<file path="config.mk">
export PLATFORM = sky130hd
export DESIGN_NAME = if_stage_flat
export DESIGN_NICKNAME = d
export VERILOG_FILES = /design/src/rtl/mips_pkg.sv /design/src/rtl/if_stage_if.sv /design/src/rtl/if_stage_npc_calc.sv /design/src/rtl/if_stage.sv /design/src/flat_wrapper.sv
export SDC_FILE = /design/constraint.sdc
export NUM_CORES = 1
export LEC_CHECK = 0
export BUFFER_PORTS_ARGS = -buffer_cell sky130_fd_sc_hd__buf_2
export CORE_ASPECT_RATIO = 1.2
export CORE_MARGIN = 10
export CORE_UTILIZATION = 50
export DETAILED_ROUTE_END_ITERATION = 8
export PLACE_DENSITY = 0.85
export SLEW_MARGIN = 20
export SYNTH_ARGS = -nofsm -noshare
export SYNTH_HDL_FRONTEND = slang
export SYNTH_SLANG_ARGS = --single-unit
</file>
<file path="constraint.sdc">
create_clock -name clk -period 6.7 [get_ports clk]
set_input_delay 0.335 -clock clk [delete_from_list [all_inputs] [get_ports clk]]
set_output_delay 0.335 -clock clk [all_outputs]
set_load 0.02 [all_outputs]
</file>
<file path="src/rtl/mips_pkg.sv">
// Shared MIPS core definitions: reset vector, IF state encoding and
// instruction field positions used by fetch and the control unit.
package mips_pkg;

   localparam logic [31:0] RESET_PC_DEF = 32'h0000_3000;

   localparam int OP_MSB    = 31;
   localparam int OP_LSB    = 26;
   localparam int FUNCT_MSB = 5;
   localparam int FUNCT_LSB = 0;

   typedef enum logic [1:0] {
      S_BOOT  = 2'd0,
      S_FETCH = 2'd1,
      S_HOLD  = 2'd2,
      S_DROP  = 2'd3
   } if_state_e;

   // Branch displacement in bytes: sign-extended word offset.
   function automatic logic [31:0] br_disp(input logic [15:0] imm);
      return {{14{imm[15]}}, imm, 2'b00};
   endfunction

endpackage

</file>
<file path="src/rtl/if_stage_if.sv">
// Instruction-memory fetch port: req/addr out, single-cycle ready/rdata back.
interface if_stage_if #(
   parameter int AW = 32
);
   logic          imem_req;
   logic [AW-1:0] imem_addr;
   logic          imem_ready;
   logic [31:0]   imem_rdata;

   modport master (
      output imem_req,
      output imem_addr,
      input  imem_ready,
      input  imem_rdata
   );

   modport slave (
      input  imem_req,
      input  imem_addr,
      output imem_ready,
      output imem_rdata
   );
endinterface

</file>
<file path="src/rtl/if_stage_npc_calc.sv">
// Combinational PC arithmetic: sequential increments and redirect target.
module npc_calc
   import mips_pkg::*;
(
   input  logic [31:0] pc_i,
   input  logic [31:0] skid_pc_i,
   input  logic [31:0] br_base_i,
   input  logic [15:0] br_imm16_i,
   input  logic [25:0] j_target26_i,
   input  logic        jump_i,
   output logic [31:0] pc_plus4_o,
   output logic [31:0] skid_plus4_o,
   output logic [31:0] target_o
);

   logic [31:0] br_tgt;
   logic [31:0] j_tgt;

   assign pc_plus4_o   = pc_i + 32'd4;
   assign skid_plus4_o = skid_pc_i + 32'd4;
   assign br_tgt       = br_base_i + br_disp(br_imm16_i);
   assign j_tgt        = {br_base_i[31:28], j_target26_i, 2'b00};

   // jal takes priority when both redirects fire together.
   assign target_o = jump_i ? j_tgt : br_tgt;

endmodule

</file>
<file path="src/rtl/if_stage.sv">
// MIPS instruction-fetch stage: PC, imem handshake, IF/ID register,
// one-entry skid for decode stalls and redirect/flush handling.
module if_stage
   import mips_pkg::*;
#(
   parameter logic [31:0] RESET_PC = RESET_PC_DEF,
   parameter int          IMEM_AW  = 32
) (
   input  logic        clk,
   input  logic        rst,
   if_stage_if.master  imem,
   input  logic        id_stall,
   input  logic        br_taken,
   input  logic        jump,
   input  logic [31:0] br_base,
   input  logic [15:0] br_imm16,
   input  logic [25:0] j_target26,
   output logic        instr_valid,
   output logic [31:0] instr,
   output logic [5:0]  op,
   output logic [5:0]  funct,
   output logic [31:0] pc_out,
   output logic [31:0] pc_plus4
);

   if_state_e   state_q, state_d;
   logic [31:0] pc_q, pc_d;
   logic [31:0] drop_addr_q, drop_addr_d;
   logic [31:0] skid_q, skid_d;
   logic [31:0] skid_pc_q, skid_pc_d;
   logic [31:0] instr_q, instr_d;
   logic [31:0] pc_out_q, pc_out_d;
   logic [31:0] pc4_q, pc4_d;
   logic        valid_q, valid_d;

   logic        redirect;
   logic        out_free;
   logic        req;
   logic [31:0] pc_inc;
   logic [31:0] skid_inc;
   logic [31:0] target;

   npc_calc u_npc (
      .pc_i         (pc_q),
      .skid_pc_i    (skid_pc_q),
      .br_base_i    (br_base),
      .br_imm16_i   (br_imm16),
      .j_target26_i (j_target26),
      .jump_i       (jump),
      .pc_plus4_o   (pc_inc),
      .skid_plus4_o (skid_inc),
      .target_o     (target)
   );

   assign redirect = jump | br_taken;
   assign out_free = ~valid_q | ~id_stall;

   always_comb begin
      state_d     = state_q;
      pc_d        = pc_q;
      drop_addr_d = drop_addr_q;
      skid_d      = skid_q;
      skid_pc_d   = skid_pc_q;
      instr_d     = instr_q;
      pc_out_d    = pc_out_q;
      pc4_d       = pc4_q;
      valid_d     = valid_q;
      req         = 1'b0;

      unique case (state_q)
         S_BOOT: begin
            state_d = S_FETCH;
         end
         S_FETCH: begin
            req = 1'b1;
            if (redirect) begin
               // An unanswered request must still be drained.
               if (!imem.imem_ready) begin
                  drop_addr_d = pc_q;
                  state_d     = S_DROP;
               end
            end else if (imem.imem_ready) begin
               pc_d = pc_inc;
               if (out_free) begin
                  instr_d  = imem.imem_rdata;
                  pc_out_d = pc_q;
                  pc4_d    = pc_inc;
                  valid_d  = 1'b1;
               end else begin
                  skid_d    = imem.imem_rdata;
                  skid_pc_d = pc_q;
                  state_d   = S_HOLD;
               end
            end else if (valid_q && !id_stall) begin
               valid_d = 1'b0;
            end
         end
         S_HOLD: begin
            if (redirect) begin
               state_d = S_FETCH;
            end else if (!id_stall) begin
               instr_d  = skid_q;
               pc_out_d = skid_pc_q;
               pc4_d    = skid_inc;
               valid_d  = 1'b1;
               state_d  = S_FETCH;
            end
         end
         S_DROP: begin
            req = 1'b1;
            if (imem.imem_ready) begin
               state_d = S_FETCH;
            end
         end
         default: begin
            state_d = S_BOOT;
         end
      endcase

      // Redirect overrides every other PC/output update.
      if (redirect) begin
         pc_d    = target;
         valid_d = 1'b0;
      end
   end

   always_ff @(posedge clk or posedge rst) begin
      if (rst) begin
         state_q     <= S_BOOT;
         pc_q        <= RESET_PC;
         drop_addr_q <= '0;
         skid_q      <= '0;
         skid_pc_q   <= '0;
         instr_q     <= '0;
         pc_out_q    <= '0;
         pc4_q       <= '0;
         valid_q     <= 1'b0;
      end else begin
         state_q     <= state_d;
         pc_q        <= pc_d;
         drop_addr_q <= drop_addr_d;
         skid_q      <= skid_d;
         skid_pc_q   <= skid_pc_d;
         instr_q     <= instr_d;
         pc_out_q    <= pc_out_d;
         pc4_q       <= pc4_d;
         valid_q     <= valid_d;
      end
   end

   assign imem.imem_req  = req;
   assign imem.imem_addr = IMEM_AW'((state_q == S_DROP) ? drop_addr_q : pc_q);

   assign instr_valid = valid_q;
   assign instr       = instr_q;
   assign op          = instr_q[OP_MSB:OP_LSB];
   assign funct       = instr_q[FUNCT_MSB:FUNCT_LSB];
   assign pc_out      = pc_out_q;
   assign pc_plus4    = pc4_q;

endmodule

</file>
<file path="src/flat_wrapper.sv">
// flat-port wrapper written by rule: the top's interface ports become plain ports
module if_stage_flat import mips_pkg::*;
#(
   parameter logic [31:0] RESET_PC = RESET_PC_DEF,
   parameter int          IMEM_AW  = 32
)
  (clk, rst, id_stall, br_taken, jump, br_base, br_imm16, j_target26, instr_valid, instr, op, funct, pc_out, pc_plus4, imem_imem_req, imem_imem_addr, imem_imem_ready, imem_imem_rdata);
  if_stage_if #(.AW(32)) imem_i ();
  input  logic clk;
  input  logic rst;
  input  logic id_stall;
  input  logic br_taken;
  input  logic jump;
  input  logic [31:0] br_base;
  input  logic [15:0] br_imm16;
  input  logic [25:0] j_target26;
  output logic instr_valid;
  output logic [31:0] instr;
  output logic [5:0] op;
  output logic [5:0] funct;
  output logic [31:0] pc_out;
  output logic [31:0] pc_plus4;
  output wire logic [$bits(imem_i.imem_req)-1:0] imem_imem_req;
  output wire logic [$bits(imem_i.imem_addr)-1:0] imem_imem_addr;
  input wire logic [$bits(imem_i.imem_ready)-1:0] imem_imem_ready;
  input wire logic [$bits(imem_i.imem_rdata)-1:0] imem_imem_rdata;
  assign imem_imem_req = imem_i.imem_req;
  assign imem_imem_addr = imem_i.imem_addr;
  assign imem_i.imem_ready = imem_imem_ready;
  assign imem_i.imem_rdata = imem_imem_rdata;
  if_stage #(.RESET_PC(RESET_PC), .IMEM_AW(IMEM_AW)) u_core (.clk(clk), .rst(rst), .imem(imem_i), .id_stall(id_stall), .br_taken(br_taken), .jump(jump), .br_base(br_base), .br_imm16(br_imm16), .j_target26(j_target26), .instr_valid(instr_valid), .instr(instr), .op(op), .funct(funct), .pc_out(pc_out), .pc_plus4(pc_plus4));
endmodule
</file>
==> impl_metrics.ini <==
[outcome]
status = finished, final reports clean

[route]
wl_met1_um = 15300
via_per_inst = 5.64
drcViolationCount = 0
drt_iter0_drc = 898
dr_total_vias = 10600
highest_layer = met4
drt_pass1_iterations = 6
wl_met3_um = 2300
finalWirelength_um = 34700
drtAntennaViolNets = 0
wl_per_cell_um = 18.5
wl_met2_um = 16200

[synth]
ys_ff_latch = 225
synthXorXnorAreaFrac = 0.0630
synth-edff-count = 0
yosysWarnings = 0
synth_compound_area_frac = 0.132
netlist_area_um2 = 13100
synth-seq-area-share = 0.431
avgSynthCellArea_um2 = 9.65
syn_inst = 1354
syn_nets = 1501
synthArstFlopShare = 1.00
synth_top_family_by_area = multiplexers
synth.distinct_cells = 64
synthAdderAreaFrac = 0.0341
yosys_most_used_dff = dfrtp_1
synthSimpleGateAreaFrac = 0.133
muxShareOfSynthArea = 0.162

[critical_path]
cp_max_fo = 84
worstPathRequired_ps = 7090
crit_type = register to register
critical_path.max_stage_delay_ps = 720
arrival_ps = 4300
path_cells = inv_1, ha_1, nand2_1, nor3_1, o21ai_4, buf_4, buf_4, mux2_2
critPathSlowestCell = nand2_1
crit_path_end_kind = register
crit_top_cell = buf_4
start_kind = register

[sta]
worstMarginPinSlew_ps = 1050
setup-violations-final = 0
hold_viol_final = 0
rsz0062_at_grt = false
setup_tns_ps = 0
relSlewSlack = 0.302
clock.fmax_mhz = 256
final-max-slew-violation-count = 0
post-route-period-util = 0.584
worst_clock_skew_ps = 9.98
fin_crit_ps = 3910

[floorplanning]
io_pins = 254
rows = 64
die_height_um = 197
core-area_um2 = 25600
start_util = 0.510
die_width_um = 168
dieArea_um2 = 33000

[clock_network]
clk_latency_ps = 500
cts_made_buffers = 23
clock-root-buffer = clkbuf_16
numClockSinks = 225
cts.clk_slew.worst_paths_ps = 60
cts_tree = done
clockBufferDepth = 3
htreeDepth = 1

[final_layout]
multi_input_area_um2 = 6880
final_common_cell = buf_2
num-fill-cells = 2163
drive_gt1_frac = 0.287
seq_area_um2 = 5630
final_util = 0.589
most-common-layout-cells = buf_2, dfrtp_1, nand2_1, o21ai_0, mux2_2
area_delta_synth_final_pct = 15.6
nets = 1676

[global_route]
grt.total_usage = 0.201
grt_pass1_vias = 10600
antenna_found_initial = 1
overflow = 0
grt_pass1_wl_um = 55900
grt_max_degree = 92

[place]
gp_congestion = 0.934
hpwl_um = 26000
io_buffer_count = 253

[run]
drv_cap = 0

[power]
vdd_drop_max_v = 0.000178
p_per_area_nw_per_um2 = 384
p_leak_nw = 6.92

[worst_hold_path]
min_path_type = input port to register
==> layer usage <==
metal | global-route usage | vias to the layer above
met2 | 0.328 | 383
met5 | 0 | -
li1 | - | 5112
met3 | 0.0326 | 59
met4 | 0.0597 | 0
met1 | 0.269 | 5021
==> metrics by stage <==
| stage | setup WS [ps] | hold WS, ps | total power [mW] | instance area [µm²] | instances |
|---|---|---|---|---|---|
| after global placement | 2930 | 456 | 4.50 | 14400 | 1833 |
| after detailed placement | 2850 | 465 | 4.59 | 14400 | 1833 |
| after global routing | 2440 | 56.6 | 6.15 | 15100 | 1874 |
| final | 2790 | 39.8 | 5.79 | 15100 | 1874 |
| after CTS | 2840 | 24.0 | 5.85 | 15100 | 1873 |
| after floorplan | 205 | 451 | 3.77 | 13100 | 1354 |
==> synth_stat cells (all sizes together), types with 7 or more instances <==
library cell / number / share of area
a21oi: 63 / 0.025
inv: 22 / 0.0063
o21a: 7 / 0.0040
o22ai: 8 / 0.0038
o21ai: 147 / 0.056
mux2: 127 / 0.11
xor2: 44 / 0.029
dfrtp: 223 / 0.43
nand2: 176 / 0.051
mux2i: 68 / 0.052
nand3: 35 / 0.014
o221ai: 10 / 0.0067
nor2: 66 / 0.020
a21o: 11 / 0.0063
nor3: 27 / 0.011
xnor2: 50 / 0.034
buf: 42 / 0.018
ha: 34 / 0.033
nand4: 19 / 0.0096
and3: 14 / 0.0067
clkbuf: 73 / 0.021
nor2b: 9 / 0.0043
==> path summary, 6_finish.rpt <==
path,slack (ps),from,endpoint,cells after the start
max,2790,u_core.state_q[1]$_DFFE_PP0P_,u_core.pc_plus4[11]$_DFFE_PP0P_,8
max in group asynchronous,4880,rst,u_core.drop_addr_q[24]$_DFFE_PP0P_,4
min in group asynchronous,460,rst,u_core.pc_plus4[1]$_DFFE_PP0P_,3
max reg2reg,2790,u_core.state_q[1]$_DFFE_PP0P_,u_core.pc_plus4[11]$_DFFE_PP0P_,8
min reg2reg,470,u_core.pc_out[22]$_DFFE_PP0P_,u_core.pc_out[22]$_DFFE_PP0P_,2
min,40,j_target26[0],u_core.pc_q[2]$_DFFE_PP0P_,3
==> timing repair <==
item	in CTS	in global routing
gates resized for setup	0	0
hold buffers	1	0
buffers inserted	0	0
endpoints found under the hold margin	89	0
==> registers in the layout, summed over array words and instances (netlist names) <==
signal              count
u_core.state_q          2
u_core.skid_q          32
u_core.instr_valid      1
u_core.skid_pc_q       32
u_core.pc_q            32
u_core.drop_addr_q     32
u_core.instr           32
u_core.pc_out          30
u_core.pc_plus4        32
==> cell type report <==
class	count	area share
clock inverter	9	0.00688
tap	330	0.0273
timing repair buffer	265	0.0900
clock buffer	30	0.0412
inverter	22	0.00597
sequential	225	0.373
multi-input combinational	992	0.455
antenna	1	0.000166
==> logic make-up after synthesis <==
logic type	count (synthesis)
compound gates	291
buf+inv	137
flops	225
xor+xnor	94
simple gates	377
fa+ha+maj	35
mux	195
==> power by group <==
part	internal, mW	switching, mW
combinational	0.895	1.44
sequential	1.85	0.362
clock	0.730	0.516
==> critical path, delay by kind of cell (launching register included) <==
kind | cells | cell delay, ps
buf+inv | 3 | 1360
mux | 1 | 400
compound gates | 1 | 390
fa+ha+maj | 1 | 240
simple gates | 2 | 900
flops | 1 | 430
Note: power is estimated with default switching activity, not from simulation.
